===== src/rtl/vvtile_issuer.sv =====
// Instruction issue sequencer for the vvtile array: buffers host words in a
// small FIFO and broadcasts each one rep+1 times, with an optional idle gap.
module vvtile_issuer #(
    parameter int INSTR_WIDTH = 32,
    parameter int REP_WIDTH   = 8,
    parameter int FIFO_DEPTH  = 4,
    parameter int GAP_CYCLES  = 0,
    parameter int CNT_WIDTH   = 16
) (
    input  logic                           clk,
    input  logic                           rst,
    input  logic [INSTR_WIDTH-1:0]         in_instr,
    input  logic [REP_WIDTH-1:0]           in_rep,
    input  logic                           in_valid,
    output logic                           in_ready,
    input  logic                           flush,
    input  logic                           dbg_clk_enable,
    output logic [INSTR_WIDTH-1:0]         instruction,
    output logic                           inputValid,
    output logic                           busy,
    output logic [$clog2(FIFO_DEPTH):0]    fifoCount,
    output logic [CNT_WIDTH-1:0]           issueCount
);
    localparam int AW = $clog2(FIFO_DEPTH);
    localparam int GW = (GAP_CYCLES > 1) ? $clog2(GAP_CYCLES) : 1;

    typedef enum logic [1:0] {IDLE, ISSUE, GAP} state_t;

    state_t                          state;
    logic                            validFlag;
    logic [REP_WIDTH-1:0]            repCnt;
    logic [GW-1:0]                   gapCnt;

    logic [INSTR_WIDTH+REP_WIDTH-1:0] mem [FIFO_DEPTH];
    logic [AW-1:0]                   wrPtr, rdPtr;
    logic [AW:0]                     count;
    logic                            full, empty, push, pop;
    logic [INSTR_WIDTH-1:0]          headInstr;
    logic [REP_WIDTH-1:0]            headRep;

    assign full      = (count == (AW+1)'(FIFO_DEPTH));
    assign empty     = (count == '0);
    assign in_ready  = !full && !flush && !rst;
    assign push      = in_valid && in_ready;
    assign headInstr = mem[rdPtr][INSTR_WIDTH+REP_WIDTH-1:REP_WIDTH];
    assign headRep   = mem[rdPtr][REP_WIDTH-1:0];

    // Pop from IDLE, or back-to-back from ISSUE when no gap is configured.
    always_comb begin
        pop = 1'b0;
        if (!rst && !flush && dbg_clk_enable && !empty) begin
            case (state)
                IDLE:    pop = 1'b1;
                ISSUE:   pop = (repCnt == '0) && (GAP_CYCLES == 0);
                default: pop = 1'b0;
            endcase
        end
    end

    always_ff @(posedge clk) begin
        if (rst || flush) begin
            wrPtr <= '0;
            rdPtr <= '0;
            count <= '0;
        end else begin
            if (push) begin
                mem[wrPtr] <= {in_instr, in_rep};
                wrPtr      <= wrPtr + AW'(1);
            end
            if (pop)
                rdPtr <= rdPtr + AW'(1);
            if (push && !pop)
                count <= count + (AW+1)'(1);
            else if (!push && pop)
                count <= count - (AW+1)'(1);
        end
    end

    always_ff @(posedge clk) begin
        if (rst) begin
            state       <= IDLE;
            validFlag   <= 1'b0;
            repCnt      <= '0;
            gapCnt      <= '0;
            instruction <= '0;
            issueCount  <= '0;
        end else if (flush) begin
            state     <= IDLE;
            validFlag <= 1'b0;
        end else if (dbg_clk_enable) begin
            if (validFlag)
                issueCount <= issueCount + CNT_WIDTH'(1);
            case (state)
                IDLE: begin
                    if (pop) begin
                        instruction <= headInstr;
                        repCnt      <= headRep;
                        validFlag   <= 1'b1;
                        state       <= ISSUE;
                    end
                end
                ISSUE: begin
                    if (repCnt != '0) begin
                        repCnt <= repCnt - REP_WIDTH'(1);
                    end else if (GAP_CYCLES > 0) begin
                        state     <= GAP;
                        validFlag <= 1'b0;
                        gapCnt    <= GW'(GAP_CYCLES - 1);
                    end else if (pop) begin
                        instruction <= headInstr;
                        repCnt      <= headRep;
                    end else begin
                        state     <= IDLE;
                        validFlag <= 1'b0;
                    end
                end
                GAP: begin
                    if (gapCnt == '0)
                        state <= IDLE;
                    else
                        gapCnt <= gapCnt - GW'(1);
                end
                default: begin
                    state     <= IDLE;
                    validFlag <= 1'b0;
                end
            endcase
        end
    end

    // A stalled cycle must never present an issue to the array.
    assign inputValid = validFlag && dbg_clk_enable;
    assign busy       = !empty || (state != IDLE);
    assign fifoCount  = count;
endmodule


===== config.mk =====
export PLATFORM = sky130hd
export DESIGN_NAME = vvtile_issuer
export DESIGN_NICKNAME = d
export VERILOG_FILES = /design/src/rtl/vvtile_issuer.sv
export SDC_FILE = /design/constraint.sdc
export NUM_CORES = 1
export LEC_CHECK = 0
export ABC_AREA = 1
export ABC_CLOCK_PERIOD_IN_PS = 3850
export CAP_MARGIN = 20
export CORE_MARGIN = 10
export CORE_UTILIZATION = 49
export DETAILED_ROUTE_END_ITERATION = 8
export PLACE_DENSITY_LB_ADDON = 0.25
export SYNTH_ARGS = -nofsm -noshare
export SYNTH_HDL_FRONTEND = slang
export SYNTH_SLANG_ARGS = --single-unit

===== constraint.sdc =====
create_clock -name clk -period 3.85 [get_ports clk]
set_input_delay 0.5775 -clock clk [delete_from_list [all_inputs] [get_ports clk]]
set_output_delay 0.5775 -clock clk [all_outputs]
set_load 0.05 [all_outputs]

# [Word-level counts from Yosys, hierarchy flattened]
# Memories as Yosys holds them, arrays and structs flattened. A register that Yosys moved wholly into a read port is not among the register bits.
# Cells that the tools add are included.
[totals] regBits=67 latchBits=0 mem_bits_rw=160 rom_bits=0 inputBits=45 output_inout_bits=54 wordCells=82 memories=1
[mem_list] memory="mem" words=4 width=40 read_ports=1 rd_clocked_by_memory_dff=1 write_ports=1 line="34" source="logic [INSTR_WIDTH+REP_WIDTH-1:0] mem [FIFO_DEPTH];"
[classes] addsub=7 multipliers=0 n_div=0 order_cmp=0 n_eq_ne=7 shifts=0 n_mux=25 bitwise=2 reduce_logical=31
[op_table] cell="$mux W32" n=2
[op_table] cell="$pmux W32 S2" n=1
[op_table] cell="$add A16 B1 Y16 const B" n=1
[op_table] cell="$mux W8" n=2
[op_table] cell="$pmux W8 S2" n=1
[op_table] cell="$mux W2" n=6
[op_table] cell="$reduce_and A5 Y1" n=2
[op_table] cell="$logic_and A1 B1 Y1" n=9
[op_table] cell="$reduce_and A3 Y1" n=3
[op_table] cell="$logic_not A8 Y1" n=1
[op_table] cell="$mux W1" n=8
[op_table] cell="$ne A2 B2 Y1 const B" n=4
[op_table] cell="$reduce_bool A8 Y1" n=1
[op_table] cell="$sub A8 B1 Y8 const B" n=1
[op_table] cell="$logic_not A1 Y1" n=6
[op_table] cell="$mux W3" n=2
[op_table] cell="$pmux W2 S3" n=1
[op_table] cell="$reduce_bool A2 Y1" n=3
[op_table] cell="$add A2 B1 Y2 const B" n=2
[op_table] cell="$reduce_and A4 Y1" n=1
[op_table] cell="$add A3 B1 Y3 const B" n=1
[op_table] cell="$eq A3 B3 Y1 const B" n=1
[op_table] cell="$logic_not A3 Y1" n=1
[op_table] cell="$pmux W1 S3" n=1
[op_table] cell="9 further kinds" n=11

# [Logic depth before layout (Yosys ltp)]
# Gate-level depths: netlist (run 1).
[logic_depth] word_depth=9 ltp_mapped=15 ltp_nobuf=14

# [Worst setup path before layout (run 1)]
# OpenSTA, ideal clock, no wires.
[synth_timing] kind="input-to-reg" startpoint="input port rst" endpoint="memory mem[0][0] (netlist name) (enable)" setup_ns=0.438 arrival_time_ns=3.640 required_ns=3.412 slack_ns=-0.228 stages=6 path_buffers=1 path_cell_list="inv_1 -> buf_2 -> nand2_1 -> nor2_1 -> nand2_1 -> nor2_1"
[synth_between] elab_chain_len=6 word_cells_on_any_way=7 cone_classes="mux: 3; reduce/logical: 4"
[synth_rtl] item="start, declared" line="11" source="input logic rst,"
[synth_rtl] item="$logic_not A1 Y1" line="43" source="assign in_ready = !full && !flush && !rst;"
[synth_rtl] item="$logic_and A1 B1 Y1" line="43"
[synth_rtl] item="named net in_ready" line="15" source="output logic in_ready,"
[synth_rtl] item="$logic_and A1 B1 Y1" line="44" source="assign push = in_valid && in_ready;"
[synth_rtl] item="$mux W1" line="66" source="if (push) begin"
[synth_rtl] item="$mux W1" line="61" source="if (rst || flush) begin"
[synth_rtl] item="$mux W1 (implied by the code)" line="67" source="mem[wrPtr] <= {in_instr, in_rep};"
[synth_rtl] item="end, declared" line="34"
# The timed path passes the listed nets, and every way through them passes these cells.

# [Worst setup path after layout (run 1)]
[layout_timing] startpoint="register count[0] (netlist: fifoCount[0])" endpoint="output port busy"
[layout_between] elab_chain_len=3
[layout_rtl] item="start, declared" line="36" source="logic [AW:0] count;"
[layout_rtl] item="start signal, assigned" line="73" source="count <= count + (AW+1)'(1);"
[layout_rtl] item="start signal, assigned" line="75" source="count <= count - (AW+1)'(1);"
[layout_rtl] item="$logic_not A3 Y1" line="42" source="assign empty = (count == '0);"
[layout_rtl] item="$logic_not A1 Y1" line="133" source="assign busy = !empty || (state != IDLE);"
[layout_rtl] item="$logic_or A1 B1 Y1" line="133"
[layout_rtl] item="end, declared" line="20" source="output logic busy,"
# Every way passes these cells.

==> impl_summary.log, run 1 <==
INFO  metric yosys.cell_types.count = 30
INFO  metric synthCells = 830
INFO  metric slowest_stage = sky130_fd_sc_hd__clkdlybuf4s50_1
INFO  metric core-area = 17,960 um^2
INFO  metric setup.worst_path.start_class = register
INFO  metric io-pin-count = 99
INFO  metric count_of_nets_left_with_antenna_violations_after_detail_routing = 0
INFO  metric clk_path_buf_depth = 3
INFO  metric critical_path.top_delay_family = buffers and inverters
INFO  metric finalCriticalPeriod = 2723 ps
INFO  metric floorplan.initialDensity = 49.88%
INFO  metric routed_wirelength = 19,500 um
INFO  metric yosys_warnings = 0
INFO  metric tritoncts.num_buffers = 23
INFO  metric overflow = 0
INFO  metric end_kind = primary output
INFO  metric top_achievable_clock_speed = 367.3 MHz
INFO  metric first_global_vias = 6,010
INFO  metric critPathBufInv = 3
INFO  metric worst_ir_drop_vdd = 0.0004001 V
INFO  metric synth_fp_nets = 883
INFO  metric post_drt_wl_per_cell = 16.61 um
INFO  metric flow.area_growth_from_synthesis = 22.05%
INFO  metric htree_levels = 1
INFO  metric final_hold_viol_count = 0
INFO  metric reg2regPathDepth = 14
INFO  metric worstHoldPathCells = 2
INFO  metric critical-path-top-cell-by-count = sky130_fd_sc_hd__inv_1
INFO  metric fillerInstances = 1,459
INFO  metric cp_data_arrival_time = 2150 ps
INFO  metric crit-reg2reg-capture = fifoCount[2]
INFO  metric die_area = 24,090 um^2
INFO  metric synth-seq-area-share = 68.37%
INFO  metric grt_start_max_net_pins = 81
INFO  metric post_layout_util = 60.88%
INFO  metric post_cts_resized = 0
INFO  metric die-width = 155.2 um
INFO  metric timing.final.setup_violations = 0
INFO  metric cellPowerDensity = 456.2 nW/um^2
INFO  metric fraction_of_final_layout_cells_sized_beyond_drive_strength_1 = 7.309%
INFO  metric top_usage_layer = met2
INFO  metric cts_tree = done
INFO  metric clockRootBuffer = sky130_fd_sc_hd__clkbuf_16
INFO  metric met2_usage = 27.04%
INFO  metric leak_pwr = 0.003959 uW
INFO  metric crit_chain = inv_1 -> nand3_1 -> inv_1 -> nand2_1 -> clkdlybuf4s50_1
INFO  metric portBuffers = 98
INFO  metric placement_rows = 49
INFO  metric critical_path.max_fanout = 4
INFO  metric ys_top_cells_by_count = 184 x sky130_fd_sc_hd__nor2_1, 160 x sky130_fd_sc_hd__edfxtp_1, 111 x sky130_fd_sc_hd__o21ai_0
INFO  metric rsz_0062_raised_after_global_routing = false
INFO  metric timing.critical_path.required = 3270 ps
INFO  metric post_dp_hpwl = 11,550 um
INFO  metric dp_worst_setup_slack = 833.8 ps
INFO  metric grt_pass1_wl = 31,690 um
INFO  metric clock_sinks = 226
INFO  metric synth_largest_type_area_fraction = 53.62%
INFO  metric timing.slew.headroom = 39.32%
INFO  metric synth-async-reset-ratio = 0%
INFO  metric grt_antenna_before_repair = 1
INFO  metric die-height = 155.2 um
INFO  metric cts_hold_repair.buffers = 0
INFO  metric status = finished, final reports clean
INFO  metric number_of_maximum_capacitance_constraint_violations = 0
INFO  metric synth-seq-cells = 226
INFO  metric post-route-worst-setup-slack = 1127 ps
INFO  metric synth.most_common_cell = sky130_fd_sc_hd__nor2_1
INFO  metric drt_first_iter_violations = 363
INFO  metric finalWeightedCongestion = 0.8205
INFO  metric cell_area_after_synthesis = 8960 um^2
INFO  metric clk_pin_slew = 60 ps
INFO  metric fin_tns_setup = 0 ps
INFO  metric r2r_start = repCnt[0]
INFO  metric worstHoldPathType = reg -> reg
INFO  metric routed_via_count = 6,126
INFO  metric fin_worst_skew = 8.554 ps
INFO  metric syn_area_per_cell = 10.79 um^2
INFO  metric synthDominantAreaCellType = sky130_fd_sc_hd__edfxtp_1
INFO  metric critical_path.max_stage_delay = 810 ps
INFO  metric tightestPinTransition = 908.8 ps
INFO  metric nets = 981
INFO  metric postCtsSetupRepairBufs = 0
INFO  metric met1_usage = 20.26%
INFO  metric most_common_flop_cell_mapped_by_yosys = sky130_fd_sc_hd__edfxtp_1
INFO  metric clk-insertion-delay-late = 510 ps
INFO  metric setup.reg_to_reg.worst_slack = 1420 ps
INFO  metric hold_start = rdPtr[1]
INFO  metric synth_enable_flop_cells = 160
INFO  metric drc_errors = 0
INFO  metric worstHoldEndpoint = rdPtr[1]
INFO  metric routed_via_density = 5.218
INFO  metric gr-usage-met3 = 3.777%
INFO  metric worst_setup_path_type = reg -> out
INFO  metric drt-pass1-iter-count = 4
INFO  metric report.final.slew_viol_count = 0
INFO  metric synthTopCellsByArea = sky130_fd_sc_hd__edfxtp_1 54%, sky130_fd_sc_hd__dfxtp_1 15%, sky130_fd_sc_hd__nor2_1 7.7%
INFO  metric final_min_period_over_clock_period = 70.72%
INFO  metric grt_util_all_layers = 16.05%
state kept, by name, summed over array words and instances (netlist names), named ones only:
register     cells
validFlag        1
instruction     32
fifoCount        3
rdPtr            2
issueCount      16
wrPtr            2
mem            160
repCnt           8
report_power, final:
part           total, uW  internal (uW)  switching (uW)
sequential          2640           2630            10.2
clock               2140           1270             868
combinational        214           86.5             128
worst max path at each step:
stage / cells after the start / startpoint / endpoint / slack, ps
5_1_grt: 5 / fifoCount[0] / busy / 980
3_3_place_gp: 15 / rst / fifoCount[2] / 850
4_1_cts: 5 / fifoCount[0] / busy / 1100
2_1_floorplan: 6 / rst / mem[0][0] / -230
3_5_place_dp: 15 / rst / fifoCount[2] / 830
6_report: 5 / fifoCount[0] / busy / 1130
cells in the final DEF (no fill, tap or decap), types with 4 or more instances in the layout:
cell type	n
sky130_fd_sc_hd__nor2_1	180
sky130_fd_sc_hd__edfxtp_1	160
sky130_fd_sc_hd__o21ai_0	111
sky130_fd_sc_hd__clkdlybuf4s50_1	97
sky130_fd_sc_hd__nand2_1	89
sky130_fd_sc_hd__dfxtp_1	65
sky130_fd_sc_hd__inv_1	45
sky130_fd_sc_hd__o22ai_1	36
sky130_fd_sc_hd__nand3_1	23
sky130_fd_sc_hd__a21oi_1	23
sky130_fd_sc_hd__clkbuf_16	23
sky130_fd_sc_hd__nor2_4	10
sky130_fd_sc_hd__o21ai_1	9
sky130_fd_sc_hd__buf_4	9
sky130_fd_sc_hd__nand4_1	7
sky130_fd_sc_hd__ha_1	7
sky130_fd_sc_hd__nor3_1	6
sky130_fd_sc_hd__clkbuf_1	6
sky130_fd_sc_hd__nor2_2	5
sky130_fd_sc_hd__buf_12	5
sky130_fd_sc_hd__clkinv_1	4
layout make-up:
class	instances	area (um^2)	share of cell area (%)
multi-input combinational	518	2476	22.64
antenna	1	2.502	0.02288
clock inverter	10	98.84	0.9039
inverter	48	180.2	1.648
timing repair buffer	111	1139	10.41
sequential	226	6127	56.03
tap	229	286.5	2.620
clock buffer	31	625.6	5.721
worst reg2reg max path, delay by kind of cell, from the launching register on:
kind            cells  cell delay [ps]
compound gates      4              470
fa+ha+maj           3              770
buf+inv             3              200
flops               1              370
simple gates        4              510
stage by stage:
stage                     instances  instance area (um^2)  power, uW  hold slack [ps]
after floorplan                 830                  8960       2795            433.4
after global placement         1132                 10210       2901            446.7
after detailed placement       1132                 10210       2905            449.8
after CTS                      1173                 10930       5037            463.8
after global routing           1174                 10940       5158            519.6
final                          1174                 10940       4989            466.2
layer usage:
layer,wire length [um],vias up
met1,8543,2883
met5,0,-
met2,9375,151
li1,-,3064
met4,353,0
met3,1229,28
logic make-up (layout without fill, tap and decap cells):
kind of cell	after synthesis	count (layout)	share of synthesized area, %
adder cells (fa/ha/maj)	8	8	1.201
XOR/XNOR	3	3	0.2933
buffers and inverters	86	200	4.329
AND/OR/NAND/NOR	324	324	14.94
AO/OA/AOI/OAI	183	183	10.86
flip-flops	226	226	68.37
other	0	1	0
(Power assumes the default switching activity.)
==> run 2, diff against run 1 <==
--- a/config.mk
+++ b/config.mk
@@ -6,7 +6,7 @@
 export NUM_CORES = 1
 export LEC_CHECK = 0
 export ABC_AREA = 1
-export ABC_CLOCK_PERIOD_IN_PS = 3850
+export ABC_CLOCK_PERIOD_IN_PS = 2700
 export CAP_MARGIN = 20
 export CORE_MARGIN = 10
 export CORE_UTILIZATION = 49
==> constraint.sdc (replaced) <==
create_clock -name clk -period 2.7 [get_ports clk]
set_input_delay 0.405 -clock clk [delete_from_list [all_inputs] [get_ports clk]]
set_output_delay 0.405 -clock clk [all_outputs]
set_load 0.05 [all_outputs]
==> impl_summary.log, run 2 (synthesis results as in run 1) <==
INFO  metric pwr-share-clk = 43.8% (was 42.8%)
INFO  metric status = finished, final reports clean (unchanged)
INFO  metric final_hold_viol_count = 0 (unchanged)
INFO  metric crit_chain = inv_1 -> nand3_1 -> inv_1 -> nand2_1 -> clkdlybuf4s50_1 (unchanged)
INFO  metric dp_worst_setup_slack = 139.7 ps (was 833.8 ps)
INFO  metric top_achievable_clock_speed = 398.4 MHz
INFO  metric postCtsSetupRepairBufs = 0 (unchanged)
INFO  metric largest_registers = mem (160), instruction (32), issueCount (16) (unchanged)
INFO  metric r2r_start = repCnt[0] (unchanged)
INFO  metric power.net_switching = 1515 uW (was 1006 uW)
INFO  metric clk_path_buf_depth = 3 (unchanged)
INFO  metric first_global_vias = 6,002 (was 6,010)
INFO  metric drc_errors = 0 (unchanged)
INFO  metric htree_levels = 1 (unchanged)
INFO  metric power.share.combinational = 4.3% (about the same)
INFO  metric power.sequential.fraction = 51.9% (was 52.9%)
INFO  metric leak_pwr = 0.004010 uW (was 0.003959 uW)
INFO  metric critical_path.top_delay_family = buffers and inverters (unchanged)
INFO  metric routed_wirelength = 19,920 um (was 19,500 um)
INFO  metric slowest_stage = sky130_fd_sc_hd__clkdlybuf4s50_1 (unchanged)
INFO  metric fin_worst_skew = 13.16 ps (was 8.554 ps)
INFO  metric antennaDiodeCount = 0 (was 1)
INFO  metric cp-startpoint = fifoCount[1] (was fifoCount[0])
INFO  metric worst_ir_drop_vdd = 0.0005679 V (was 0.0004001 V)
INFO  metric post_drt_wl_per_cell = 16.85 um (was 16.61 um)
INFO  metric worstHoldPathType = reg -> reg (unchanged)
INFO  metric post_layout_util = 61.36% (was 60.88%)
INFO  metric dpl-instance-area = 10,250 um^2 (was 10,210 um^2)
INFO  metric end_kind = primary output (unchanged)
INFO  metric worst_setup_path_type = reg -> out (unchanged)
INFO  metric finalCriticalPeriod = 2510 ps
INFO  metric die-width = 155.2 um (unchanged)
INFO  metric max_flop_register = mem (unchanged)
INFO  metric clk_pin_slew = 60 ps (about the same)
INFO  metric placement_rows = 49 (unchanged)
INFO  metric timing.slew.headroom = 44.84% (was 39.32%)
INFO  metric regArea = 6130 um^2 (was 6127 um^2)
INFO  metric drt_first_iter_violations = 421 (was 363)
INFO  metric final_area = 11,020 um^2 (was 10,940 um^2)
INFO  metric grt_pass1_wl = 31,960 um (was 31,690 um)
INFO  metric die_area = 24,090 um^2 (unchanged)
INFO  metric timing.final.setup_violations = 0 (unchanged)
INFO  metric count_of_nets_left_with_antenna_violations_after_detail_routing = 0 (unchanged)
INFO  metric routed_via_count = 6,241 (was 6,126)
INFO  metric report.final.slew_viol_count = 0 (unchanged)
INFO  metric floorplan.initialDensity = 49.88% (unchanged)
INFO  metric setup.worst_path.start_class = register (unchanged)
INFO  metric overflow = 0 (unchanged)
INFO  metric number_of_maximum_capacitance_constraint_violations = 0 (unchanged)
INFO  metric drt-pass1-iter-count = 5 (was 4)
INFO  metric swShare = 20.92% (was 20.17%)
INFO  metric fillerInstances = 1,481 (was 1,459)
INFO  metric rsz_0062_raised_after_global_routing = false (unchanged)
INFO  metric cellInternalPower = 5729 uW (was 3983 uW)
INFO  metric final_min_period_over_clock_period = 92.97%
INFO  metric tritoncts.num_buffers = 24 (was 23)
INFO  metric core-area = 17,960 um^2 (unchanged)
INFO  metric largest_reg_flops = 160 (unchanged)
INFO  metric fraction_of_final_layout_cells_sized_beyond_drive_strength_1 = 8.919% (was 7.309%)
INFO  metric grt_util_all_layers = 16.26% (was 16.05%)
INFO  metric nets = 988 (was 981)
INFO  metric grt_antenna_before_repair = 0 (was 1)
INFO  metric portBuffers = 98 (unchanged)
INFO  metric critical_path.max_stage_delay = 820 ps (was 810 ps)
INFO  metric routed_via_density = 5.280 (was 5.218)
INFO  metric layout_commonest_cell = sky130_fd_sc_hd__nor2_1 (unchanged)
INFO  metric clk-insertion-delay-late = 510 ps (about the same)
INFO  metric finalWeightedCongestion = 0.8518 (was 0.8205)
INFO  metric layout_common_cells = 179 x sky130_fd_sc_hd__nor2_1, 160 x sky130_fd_sc_hd__edfxtp_1, 111 x sky130_fd_sc_hd__o21ai_0 (was 180 x sky130_fd_sc_hd__nor2_1, 160 x sky130_fd_sc_hd__edfxtp_1, 111 x sky130_fd_sc_hd__o21ai_0)
INFO  metric flow.area_growth_from_synthesis = 23.01% (was 22.05%)
INFO  metric cellPowerDensity = 657.3 nW/um^2 (was 456.2 nW/um^2)
INFO  metric post_cts_resized = 0 (unchanged)
INFO  metric hold_start = rdPtr[1] (unchanged)
INFO  metric critical-path-top-cell-by-count = sky130_fd_sc_hd__inv_1 (unchanged)
INFO  metric fin_tns_setup = 0 ps (unchanged)
INFO  metric post-route-worst-setup-slack = 189.8 ps (was 1127 ps)
INFO  metric multi_input_logic_area = 2484 um^2 (was 2476 um^2)
INFO  metric die-height = 155.2 um (unchanged)
INFO  metric clockRootBuffer = sky130_fd_sc_hd__clkbuf_16 (unchanged)
INFO  metric grt_start_max_net_pins = 81 (unchanged)
INFO  metric timing.critical_path.required = 2300 ps (was 3270 ps)
INFO  metric cts_hold_repair.buffers = 0 (unchanged)
INFO  metric cp_data_arrival_time = 2110 ps (was 2150 ps)
INFO  metric tightestPinTransition = 827.4 ps (was 908.8 ps)
INFO  metric critPathBufInv = 3 (unchanged)
INFO  metric clock_sinks = 226 (unchanged)
INFO  metric critical_path.max_fanout = 4 (unchanged)
INFO  metric io-pin-count = 99 (unchanged)
INFO  metric cts_tree = done (unchanged)
INFO  metric post_dp_hpwl = 11,930 um (was 11,550 um)
## run 2: cell types whose count changed in the layout (fill, tap and decap cells not counted), moves of 2 or more
cell / before / now
sky130_fd_sc_hd__buf_4: 9 / 17
sky130_fd_sc_hd__clkbuf_1: 6 / 3
sky130_fd_sc_hd__clkinv_2: 2 / 6
sky130_fd_sc_hd__clkinvlp_4: 0 / 2
sky130_fd_sc_hd__dfxtp_1: 65 / 63
sky130_fd_sc_hd__dfxtp_2: 1 / 3
## run 2: area by class of cell
class | count | area share (%)
clock inverter | 16 | 1.340
multi-input combinational | 518 | 22.53
clock buffer | 28 | 5.676
timing repair buffer | 117 | 10.60
tap | 229 | 2.600
inverter | 48 | 1.635
sequential | 226 | 55.61
## run 2: final timing paths
kind | endpoint | slack [ps] | depth (start not counted)
worst min-delay path | register | 450 | 2
worst min register to register | register | 450 | 2
worst max-delay path | busy | 190 | 5
worst max register to register | fifoCount[2] | 260 | 14
## run 2: per-stage QoR
step / power, uW / hold slack (ps) / cells
2_1_floorplan: 3988 / 433.4 / 830
3_3_place_gp: 4140 / 436.9 / 1138
3_5_place_dp: 4145 / 443.5 / 1138
4_1_cts: 7298 / 453.1 / 1182
5_1_grt: 7488 / 486.6 / 1182
6_report: 7245 / 454.0 / 1182
## run 2: power groups by stage
stage,registers (uW),logic (uW),clock network (uW)
4_1_cts,3760,312,3230
3_3_place_gp,3830,307,0
5_1_grt,3760,339,3390
6_report,3760,310,3170
3_5_place_dp,3830,311,0
2_1_floorplan,3870,121,0
## run 2: routing by layer
metal | global-route usage, % | vias up | routed length, um
met5 | 0 | - | 0
met4 | 4.590 | 0 | 290
met3 | 3.171 | 24 | 1074
met2 | 27.13 | 149 | 9600
met1 | 21.13 | 2981 | 8953
li1 | - | 3087 | -
## run 2: worst min-delay path: cells and delay by family, from the launching register on
kind            cells  cell delay [ps]
compound gates      1               60
buf+inv             1               50
flops               1              310
